==> src/rtl/tb4004_pkg.sv <==
// tb4004_pkg
//   Shared opcode constants and state type for the TB4004 core.
//   OPR_*     : instruction upper nibble values
//   OPA_F_*   : accumulator group (OPR = F) lower nibble values
//   OPA_E_*   : I/O and RAM group (OPR = E) lower nibble values
//   accState_e: acc_unit sequencer states
package tb4004_pkg;

  localparam logic [3:0] OPR_NOP = 4'h0;
  localparam logic [3:0] OPR_JCN = 4'h1;
  localparam logic [3:0] OPR_FIM = 4'h2;
  localparam logic [3:0] OPR_FIN = 4'h3;
  localparam logic [3:0] OPR_JUN = 4'h4;
  localparam logic [3:0] OPR_JMS = 4'h5;
  localparam logic [3:0] OPR_INC = 4'h6;
  localparam logic [3:0] OPR_ISZ = 4'h7;
  localparam logic [3:0] OPR_ADD = 4'h8;
  localparam logic [3:0] OPR_SUB = 4'h9;
  localparam logic [3:0] OPR_LD  = 4'hA;
  localparam logic [3:0] OPR_XCH = 4'hB;
  localparam logic [3:0] OPR_BBL = 4'hC;
  localparam logic [3:0] OPR_LDM = 4'hD;
  localparam logic [3:0] OPR_E   = 4'hE;
  localparam logic [3:0] OPR_F   = 4'hF;

  localparam logic [3:0] OPA_F_CLB = 4'h0;
  localparam logic [3:0] OPA_F_CLC = 4'h1;
  localparam logic [3:0] OPA_F_IAC = 4'h2;
  localparam logic [3:0] OPA_F_CMC = 4'h3;
  localparam logic [3:0] OPA_F_CMA = 4'h4;
  localparam logic [3:0] OPA_F_RAL = 4'h5;
  localparam logic [3:0] OPA_F_RAR = 4'h6;
  localparam logic [3:0] OPA_F_TCC = 4'h7;
  localparam logic [3:0] OPA_F_DAC = 4'h8;
  localparam logic [3:0] OPA_F_TCS = 4'h9;
  localparam logic [3:0] OPA_F_STC = 4'hA;
  localparam logic [3:0] OPA_F_DAA = 4'hB;
  localparam logic [3:0] OPA_F_KBP = 4'hC;
  localparam logic [3:0] OPA_F_DCL = 4'hD;

  localparam logic [3:0] OPA_E_WRM = 4'h0;
  localparam logic [3:0] OPA_E_WMP = 4'h1;
  localparam logic [3:0] OPA_E_WRR = 4'h2;
  localparam logic [3:0] OPA_E_WPM = 4'h3;
  localparam logic [3:0] OPA_E_WR0 = 4'h4;
  localparam logic [3:0] OPA_E_WR1 = 4'h5;
  localparam logic [3:0] OPA_E_WR2 = 4'h6;
  localparam logic [3:0] OPA_E_WR3 = 4'h7;
  localparam logic [3:0] OPA_E_SBM = 4'h8;
  localparam logic [3:0] OPA_E_RDM = 4'h9;
  localparam logic [3:0] OPA_E_RDR = 4'hA;
  localparam logic [3:0] OPA_E_ADM = 4'hB;
  localparam logic [3:0] OPA_E_RD0 = 4'hC;
  localparam logic [3:0] OPA_E_RD1 = 4'hD;
  localparam logic [3:0] OPA_E_RD2 = 4'hE;
  localparam logic [3:0] OPA_E_RD3 = 4'hF;

  typedef enum logic {
    ACC_IDLE,
    ACC_DAA
  } accState_e;

  // DAA is the only multi-cycle instruction the accumulator unit executes.
  function automatic logic isDaa(input logic [3:0] opr, input logic [3:0] opa);
    return (opr == OPR_F) && (opa == OPA_F_DAA);
  endfunction

endpackage

==> src/rtl/acc_unit_if.sv <==
// acc_unit_if
//   Command handshake between the decoder (master) and acc_unit (slave).
//   cmd_valid : command present
//   cmd_ready : unit idle, command taken when valid & ready at the clock edge
//   opr / opa : instruction upper / lower nibble
interface acc_unit_if;

  logic       cmd_valid;
  logic       cmd_ready;
  logic [3:0] opr;
  logic [3:0] opa;

  modport master (output cmd_valid, output opr, output opa, input cmd_ready);
  modport slave  (input cmd_valid, input opr, input opa, output cmd_ready);

endinterface

==> src/rtl/acc_alu_core.sv <==
// acc_alu_core
//   Combinational next accumulator / carry for every single-cycle instruction.
//   i_opr, i_opa  : instruction nibbles
//   i_acc, i_carry: current accumulator and carry
//   i_reg         : index register Rr
//   i_mem         : RAM / status / port read data
//   o_nextAcc     : accumulator value to commit
//   o_nextCarry   : carry value to commit
//   o_regWe       : instruction writes old accumulator back to Rr (XCH)
module acc_alu_core
  import tb4004_pkg::*;
#(
  parameter int WIDTH = 4
) (
  input  logic [3:0]       i_opr,
  input  logic [3:0]       i_opa,
  input  logic [WIDTH-1:0] i_acc,
  input  logic             i_carry,
  input  logic [WIDTH-1:0] i_reg,
  input  logic [WIDTH-1:0] i_mem,
  output logic [WIDTH-1:0] o_nextAcc,
  output logic             o_nextCarry,
  output logic             o_regWe
);

  logic             w_notCarry;
  logic [WIDTH-1:0] w_kbp;
  logic [WIDTH-1:0] w_kbpPos;
  int               w_kbpOnes;

  // Kept as its own 1-bit net so the borrow term is zero-extended, not inverted after widening.
  assign w_notCarry = ~i_carry;

  // KBP: position+1 of a lone set bit, zero for none, all-ones for an invalid multi-key press.
  always_comb begin
    w_kbpOnes = 0;
    w_kbpPos  = '0;
    for (int i = 0; i < WIDTH; i++) begin
      if (i_acc[i]) begin
        w_kbpOnes = w_kbpOnes + 1;
        w_kbpPos  = WIDTH'(i + 1);
      end
    end
    if (w_kbpOnes == 0)      w_kbp = '0;
    else if (w_kbpOnes == 1) w_kbp = w_kbpPos;
    else                     w_kbp = '1;
  end

  // Instruction decode; anything unlisted leaves acc and carry as they are.
  always_comb begin
    o_nextAcc   = i_acc;
    o_nextCarry = i_carry;
    o_regWe     = 1'b0;
    case (i_opr)
      OPR_ADD: {o_nextCarry, o_nextAcc} = {1'b0, i_acc} + {1'b0, i_reg} + (WIDTH+1)'(i_carry);
      OPR_SUB: {o_nextCarry, o_nextAcc} = {1'b0, i_acc} + {1'b0, ~i_reg} + (WIDTH+1)'(w_notCarry);
      OPR_LD:  o_nextAcc = i_reg;
      OPR_XCH: begin
        o_nextAcc = i_reg;
        o_regWe   = 1'b1;
      end
      OPR_BBL, OPR_LDM: o_nextAcc = WIDTH'(i_opa);
      OPR_F: begin
        case (i_opa)
          OPA_F_CLB: begin
            o_nextAcc   = '0;
            o_nextCarry = 1'b0;
          end
          OPA_F_CLC: o_nextCarry = 1'b0;
          OPA_F_IAC: {o_nextCarry, o_nextAcc} = {1'b0, i_acc} + (WIDTH+1)'(1);
          OPA_F_CMC: o_nextCarry = w_notCarry;
          OPA_F_CMA: o_nextAcc = ~i_acc;
          OPA_F_RAL: {o_nextCarry, o_nextAcc} = {i_acc, i_carry};
          OPA_F_RAR: {o_nextAcc, o_nextCarry} = {i_carry, i_acc};
          OPA_F_TCC: begin
            o_nextAcc   = WIDTH'(i_carry);
            o_nextCarry = 1'b0;
          end
          OPA_F_DAC: begin
            o_nextAcc   = i_acc - WIDTH'(1);
            o_nextCarry = (i_acc != '0);
          end
          OPA_F_TCS: begin
            o_nextAcc   = i_carry ? WIDTH'(10) : WIDTH'(9);
            o_nextCarry = 1'b0;
          end
          OPA_F_STC: o_nextCarry = 1'b1;
          OPA_F_KBP: o_nextAcc = w_kbp;
          default: ;
        endcase
      end
      OPR_E: begin
        case (i_opa)
          OPA_E_RDM, OPA_E_RDR, OPA_E_RD0, OPA_E_RD1, OPA_E_RD2, OPA_E_RD3:
            o_nextAcc = i_mem;
          OPA_E_ADM: {o_nextCarry, o_nextAcc} = {1'b0, i_acc} + {1'b0, i_mem} + (WIDTH+1)'(i_carry);
          OPA_E_SBM: {o_nextCarry, o_nextAcc} = {1'b0, i_acc} + {1'b0, ~i_mem} + (WIDTH+1)'(w_notCarry);
          default: ;
        endcase
      end
      default: ;
    endcase
  end

endmodule

==> src/rtl/acc_unit.sv <==
// acc_unit
//   Accumulator / carry execution unit for the TB4004 core, WIDTH = 4*N bits.
//   clk, reset_n : clock, asynchronous active-low reset
//   cmd          : command handshake (valid/ready, opr/opa)
//   reg_rdata    : index register Rr
//   mem_rdata    : RAM / status / port read data
//   acc, carry   : architectural accumulator and carry
//   acc_zero     : acc == 0
//   reg_we       : one-cycle pulse writing reg_wdata to Rr
//   reg_wdata    : old accumulator for XCH
//   done         : one-cycle pulse once a command has committed
module acc_unit
  import tb4004_pkg::*;
#(
  parameter int WIDTH = 4
) (
  input  logic             clk,
  input  logic             reset_n,
  acc_unit_if.slave        cmd,
  input  logic [WIDTH-1:0] reg_rdata,
  input  logic [WIDTH-1:0] mem_rdata,
  output logic [WIDTH-1:0] acc,
  output logic             carry,
  output logic             acc_zero,
  output logic             reg_we,
  output logic [WIDTH-1:0] reg_wdata,
  output logic             done
);

  localparam int N     = WIDTH / 4;
  localparam int CNT_W = (N > 1) ? $clog2(N) : 1;

  accState_e        r_state;
  logic [WIDTH-1:0] r_acc;
  logic             r_carry;
  logic             r_regWe;
  logic [WIDTH-1:0] r_regWdata;
  logic             r_done;
  logic [CNT_W-1:0] r_digit;

  logic             w_accept;
  logic             w_isDaa;
  logic [WIDTH-1:0] w_aluAcc;
  logic             w_aluCarry;
  logic             w_aluRegWe;
  logic [CNT_W-1:0] w_daaIdx;
  logic [3:0]       w_digit;
  logic [WIDTH:0]   w_daaAdd;
  logic [WIDTH:0]   w_daaSum;
  logic             w_daaFix;
  logic [WIDTH-1:0] w_daaAcc;
  logic             w_daaCarry;
  logic             w_lastStep;

  assign cmd.cmd_ready = (r_state == ACC_IDLE);
  assign w_accept      = cmd.cmd_valid && (r_state == ACC_IDLE);
  assign w_isDaa       = isDaa(cmd.opr, cmd.opa);

  acc_alu_core #(
    .WIDTH(WIDTH)
  ) u_alu (
    .i_opr      (cmd.opr),
    .i_opa      (cmd.opa),
    .i_acc      (r_acc),
    .i_carry    (r_carry),
    .i_reg      (reg_rdata),
    .i_mem      (mem_rdata),
    .o_nextAcc  (w_aluAcc),
    .o_nextCarry(w_aluCarry),
    .o_regWe    (w_aluRegWe)
  );

  // Digit 0 is handled while still IDLE so a one-digit unit can finish DAA on the accept edge.
  assign w_daaIdx   = (r_state == ACC_DAA) ? r_digit : '0;
  assign w_lastStep = (w_daaIdx == CNT_W'(N - 1));

  // One DAA step: add 6 into the selected digit; the incoming carry only matters for digit 0.
  always_comb begin
    w_digit  = '0;
    w_daaAdd = '0;
    for (int d = 0; d < N; d++) begin
      if (CNT_W'(d) == w_daaIdx) begin
        w_digit  = r_acc[4*d +: 4];
        w_daaAdd = (WIDTH+1)'(6) << (4 * d);
      end
    end
    w_daaFix = (w_digit > 4'd9) || ((w_daaIdx == '0) && r_carry);
    w_daaSum = {1'b0, r_acc} + (w_daaFix ? w_daaAdd : '0);
  end

  // DAA can only set carry, never clear it.
  assign w_daaAcc   = w_daaSum[WIDTH-1:0];
  assign w_daaCarry = r_carry | w_daaSum[WIDTH];

  // Architectural state, handshake sequencer and registered done / Rr write pulses.
  always_ff @(posedge clk or negedge reset_n) begin
    if (!reset_n) begin
      r_state    <= ACC_IDLE;
      r_acc      <= '0;
      r_carry    <= 1'b0;
      r_regWe    <= 1'b0;
      r_regWdata <= '0;
      r_done     <= 1'b0;
      r_digit    <= '0;
    end else begin
      r_done  <= 1'b0;
      r_regWe <= 1'b0;
      case (r_state)
        ACC_IDLE: begin
          if (w_accept) begin
            if (w_isDaa) begin
              if (N == 1) begin
                r_acc   <= w_daaAcc;
                r_carry <= w_daaCarry;
                r_done  <= 1'b1;
              end else begin
                r_state <= ACC_DAA;
                r_digit <= '0;
              end
            end else begin
              r_acc   <= w_aluAcc;
              r_carry <= w_aluCarry;
              r_done  <= 1'b1;
              if (w_aluRegWe) begin
                r_regWe    <= 1'b1;
                r_regWdata <= r_acc;
              end
            end
          end
        end
        ACC_DAA: begin
          r_acc   <= w_daaAcc;
          r_carry <= w_daaCarry;
          if (w_lastStep) begin
            r_state <= ACC_IDLE;
            r_done  <= 1'b1;
          end else begin
            r_digit <= r_digit + CNT_W'(1);
          end
        end
        default: r_state <= ACC_IDLE;
      endcase
    end
  end

  assign acc       = r_acc;
  assign carry     = r_carry;
  assign acc_zero  = (r_acc == '0);
  assign reg_we    = r_regWe;
  assign reg_wdata = r_regWdata;
  assign done      = r_done;

endmodule
==> src/flat_wrapper.sv <==
// flat-port wrapper written by rule: the top's interface ports become plain ports
module acc_unit_flat import tb4004_pkg::*;
#(
  parameter int WIDTH = 4
)
  (clk, reset_n, reg_rdata, mem_rdata, acc, carry, acc_zero, reg_we, reg_wdata, done, cmd_cmd_valid, cmd_opr, cmd_opa, cmd_cmd_ready);
  acc_unit_if cmd_i ();
  input  logic clk;
  input  logic reset_n;
  input  logic [WIDTH-1:0] reg_rdata;
  input  logic [WIDTH-1:0] mem_rdata;
  output logic [WIDTH-1:0] acc;
  output logic carry;
  output logic acc_zero;
  output logic reg_we;
  output logic [WIDTH-1:0] reg_wdata;
  output logic done;
  input wire logic [$bits(cmd_i.cmd_valid)-1:0] cmd_cmd_valid;
  input wire logic [$bits(cmd_i.opr)-1:0] cmd_opr;
  input wire logic [$bits(cmd_i.opa)-1:0] cmd_opa;
  output wire logic [$bits(cmd_i.cmd_ready)-1:0] cmd_cmd_ready;
  assign cmd_i.cmd_valid = cmd_cmd_valid;
  assign cmd_i.opr = cmd_opr;
  assign cmd_i.opa = cmd_opa;
  assign cmd_cmd_ready = cmd_i.cmd_ready;
  acc_unit #(.WIDTH(WIDTH)) u_core (.clk(clk), .reset_n(reset_n), .cmd(cmd_i), .reg_rdata(reg_rdata), .mem_rdata(mem_rdata), .acc(acc), .carry(carry), .acc_zero(acc_zero), .reg_we(reg_we), .reg_wdata(reg_wdata), .done(done));
endmodule
==> config.mk <==
export PLATFORM = sky130hd
export DESIGN_NAME = acc_unit_flat
export DESIGN_NICKNAME = d
export VERILOG_FILES = /design/src/rtl/tb4004_pkg.sv /design/src/rtl/acc_unit_if.sv /design/src/rtl/acc_alu_core.sv /design/src/rtl/acc_unit.sv /design/src/flat_wrapper.sv
export SDC_FILE = /design/constraint.sdc
export NUM_CORES = 1
export LEC_CHECK = 0
export ABC_AREA = 0
export BUFFER_PORTS_ARGS = -buffer_cell sky130_fd_sc_hd__buf_2
export CAP_MARGIN = 40
export CORE_MARGIN = 2
export CORE_UTILIZATION = 30
export DETAILED_ROUTE_END_ITERATION = 10
export GPL_TIMING_DRIVEN = 0
export PLACE_DENSITY_LB_ADDON = 0.2
export SLEW_MARGIN = 40
export SYNTH_ARGS = -nofsm -noshare
export SYNTH_HDL_FRONTEND = slang
export SYNTH_SLANG_ARGS = --single-unit
==> constraint.sdc <==
create_clock -name clk -period 3.6 [get_ports clk]
set_input_delay 0.18 -clock clk [delete_from_list [all_inputs] [get_ports clk]]
set_output_delay 0.18 -clock clk [all_outputs]
set_load 0.05 [all_outputs]
==> out/metrics.yaml <==
run_status:
  status: "complete, no violations"
floorplanning:
  die_area_um2: 8840
  die_x_um: 94.0
  fp-row-count: 32
  coreArea_um2: 7810
  initial_core_util: 0.311
  pin_count: 32
  die_h_um: 94.0
timing:
  finalCritPeriodShare: 0.919
  relSlewSlack: 0.653
  setup_tns_ns: 0
  max_freq_ghz: 0.302
  setup_viol: 0
  maxSlewViolCount: 0
  period_needed_ns: 3.31
  fin_skew_ns: 0.00734
  fin_hold_ws_ns: 0.169
  worst_slew_pin_slew_ns: 0.519
  rsz0062_at_grt: "no"
  finalHoldViolations: 0
route:
  vias: 2384
  drcViolationCount: 0
  dr.pass1.iters: 4
  wl_per_cell_um: 16.2
  viasPerCell: 5.27
  ant_nets: 0
  drt_iter0_drc: 224
  finalWirelength_mm: 7.31
grt:
  grt_usage: 0.175
  grt_overflow: 0
  grt_max_degree: 14
  first_global_vias: 2284
  antenna_found_initial: 0
  grt_pass1_wl_mm: 12.2
placed_design:
  placed_cells: 447
  routabilityCongestion: 0.887
  hpwl_mm: 5.72
  placed_area_um2: 2700
  io_buffer_count: 28
yosys:
  synth_edf_count: 0
  ys_seq_area_frac: 0.134
  avgSynthCellArea_um2: 7.67
  ys_async_sr_fraction: 1.00
  synth_cells: 317
  netlist_area_um2: 2430
  synth-seq-cells: 13
  syn_nets: 363
  synth_cell_type_count: 70
  yosysWarnings: 0
  synthFlopType: "dfrtp_1"
clock_tree:
  numCtsBuffers: 3
  cts.sinks: 13
  cts_tree: "done"
  clk_pin_slew_ns: 0.06
  clockRootBuffer: "clkbuf_8"
  htree_num_levels: 1
  clock_latency_ns: 0.25
  clockBufferDepth: 2
  postCtsSetupRepairBufs: 0
worst_setup_path:
  critical_path_class: "flop to flop"
  crit_chain: "buf_2 -> buf_4 -> o21a_1 -> nor2_1 -> or2_2 -> inv_1 -> ha_1 -> inv_1 -> fa_1 -> inv_1 -> a221oi_2 -> a221oi_2 -> mux2_2"
  cpPeakStageDelay_ns: 0.62
  cpMaxStageDelayCell: "dfrtp_1"
  cp.arrival_ns: 3.44
  cp_max_fo: 11
  cp-start-kind: "flop"
  crit_top_cell: "inv_1"
  cp.required_ns: 3.73
  critPathCaptureType: "flop"
layout:
  final_common_cell: "buf_2"
  fin_area_um2: 2760
  area_growth_pct: 13.4
  drive_gt1_frac: 0.191
  nNetsFinal: 397
  final_cell_mix: "buf_2, nand2_1, a21oi_1"
  final_cells: 452
  antenna_cells: 0
power_and_ir_drop:
  leakage_nw: 1.24
  max-vdd-ir-drop_uv: 330
  power_density_nw_per_um2: 650
run:
  maxCapViolCount: 0
min_path:
  hold_path_class: "primary input to flop"
-- registers in the layout, indices dropped and copies added (netlist names) --
register          count
u_core.done           1
u_core.carry          1
u_core.r_digit        1
u_core.reg_we         1
u_core.acc            4
u_core.r_state        1
u_core.reg_wdata      4
-- final timing paths --
check	depth (start not counted)	startpoint	to	slack, ns
min in group asynchronous	2	reset_n	u_core.acc[3]	0.34
worst max-delay path	13	u_core.acc[3]	u_core.acc[2]	0.29
worst max register to register	13	u_core.acc[3]	u_core.acc[2]	0.29
max in group asynchronous	2	reset_n	u_core.acc[1]	3.02
worst min-delay path	3	cmd_cmd_valid	u_core.done	0.17
worst min register to register	1	u_core.r_digit	u_core.done	0.47
-- power breakdown --
group | leakage [nW] | switching (W) | internal (W)
Sequential | 0.161 | 0.000106 | 0.000187
Clock | 0.0255 | 0.0000535 | 0.0000764
Combinational | 1.06 | 0.000823 | 0.000545
-- per-stage QoR --
step           setup slack [ns]  power [W]  utilization
3_5_place_dp              0.153    0.00167        0.346
5_1_grt                   0.107    0.00198        0.353
2_1_floorplan             0.403    0.00134            -
4_1_cts                   0.110    0.00181        0.353
6_report                  0.291    0.00179        0.353
3_3_place_gp              0.125    0.00167        0.346
-- critical path: cells and delay by family, from the launching register on --
family                   cells  cell delay (ns)
multiplexers                 1             0.27
AND/OR/NAND/NOR              2             0.34
buffers and inverters        5             0.74
flip-flops                   1             0.62
AO/OA/AOI/OAI                3             0.53
adder cells (fa/ha/maj)      2             0.68
-- final cells by class --
type / count / area, um^2
Clock inverter: 1 / 5.00
Tap cell: 102 / 128
Fill cell: 885 / 5050
Clock buffer: 3 / 41.3
Buffer: 24 / 156
Multi-Input combinational cell: 257 / 1860
Timing Repair Buffer: 29 / 150
Inverter: 23 / 86.3
Sequential cell: 13 / 327
-- logic make-up after synthesis --
logic type,Yosys count,share of synthesized area
AND/OR/NAND/NOR,105,0.224
AO/OA/AOI/OAI,106,0.302
flip-flops,13,0.134
adder cells (fa/ha/maj),27,0.167
multiplexers,6,0.0273
XOR/XNOR,13,0.0468
buffers and inverters,47,0.0998
-- synth_stat cells (all sizes together), types with 6 or more instances --
master / count / area [um^2]
buf: 19 / 138
fa: 9 / 180
xnor2: 8 / 70.1
o21ai: 16 / 83.8
dfrtp: 13 / 325
a31oi: 6 / 37.5
inv: 23 / 86.3
a21oi: 30 / 158
nor2: 24 / 90.1
and2: 6 / 41.3
nor2b: 12 / 75.1
nand2: 28 / 105
ha: 18 / 225
nand2b: 8 / 50.1
-- metal layers --
layer / GRT usage / wire [um]
met3: 0.0169 / 305
met1: 0.263 / 3660
met5: 0 / 0
met2: 0.279 / 3300
met4: 0.0181 / 38
-- repair_timing --
| action | in CTS | in global routing |
|---|---|---|
| hold buffers | 1 | 0 |
| endpoints found under the hold margin | 13 | 0 |
| setup endpoints to repair | 0 | 3 |
| gates resized for setup | 0 | 1 |
No activity file was read; power rests on OpenSTA's default activity.
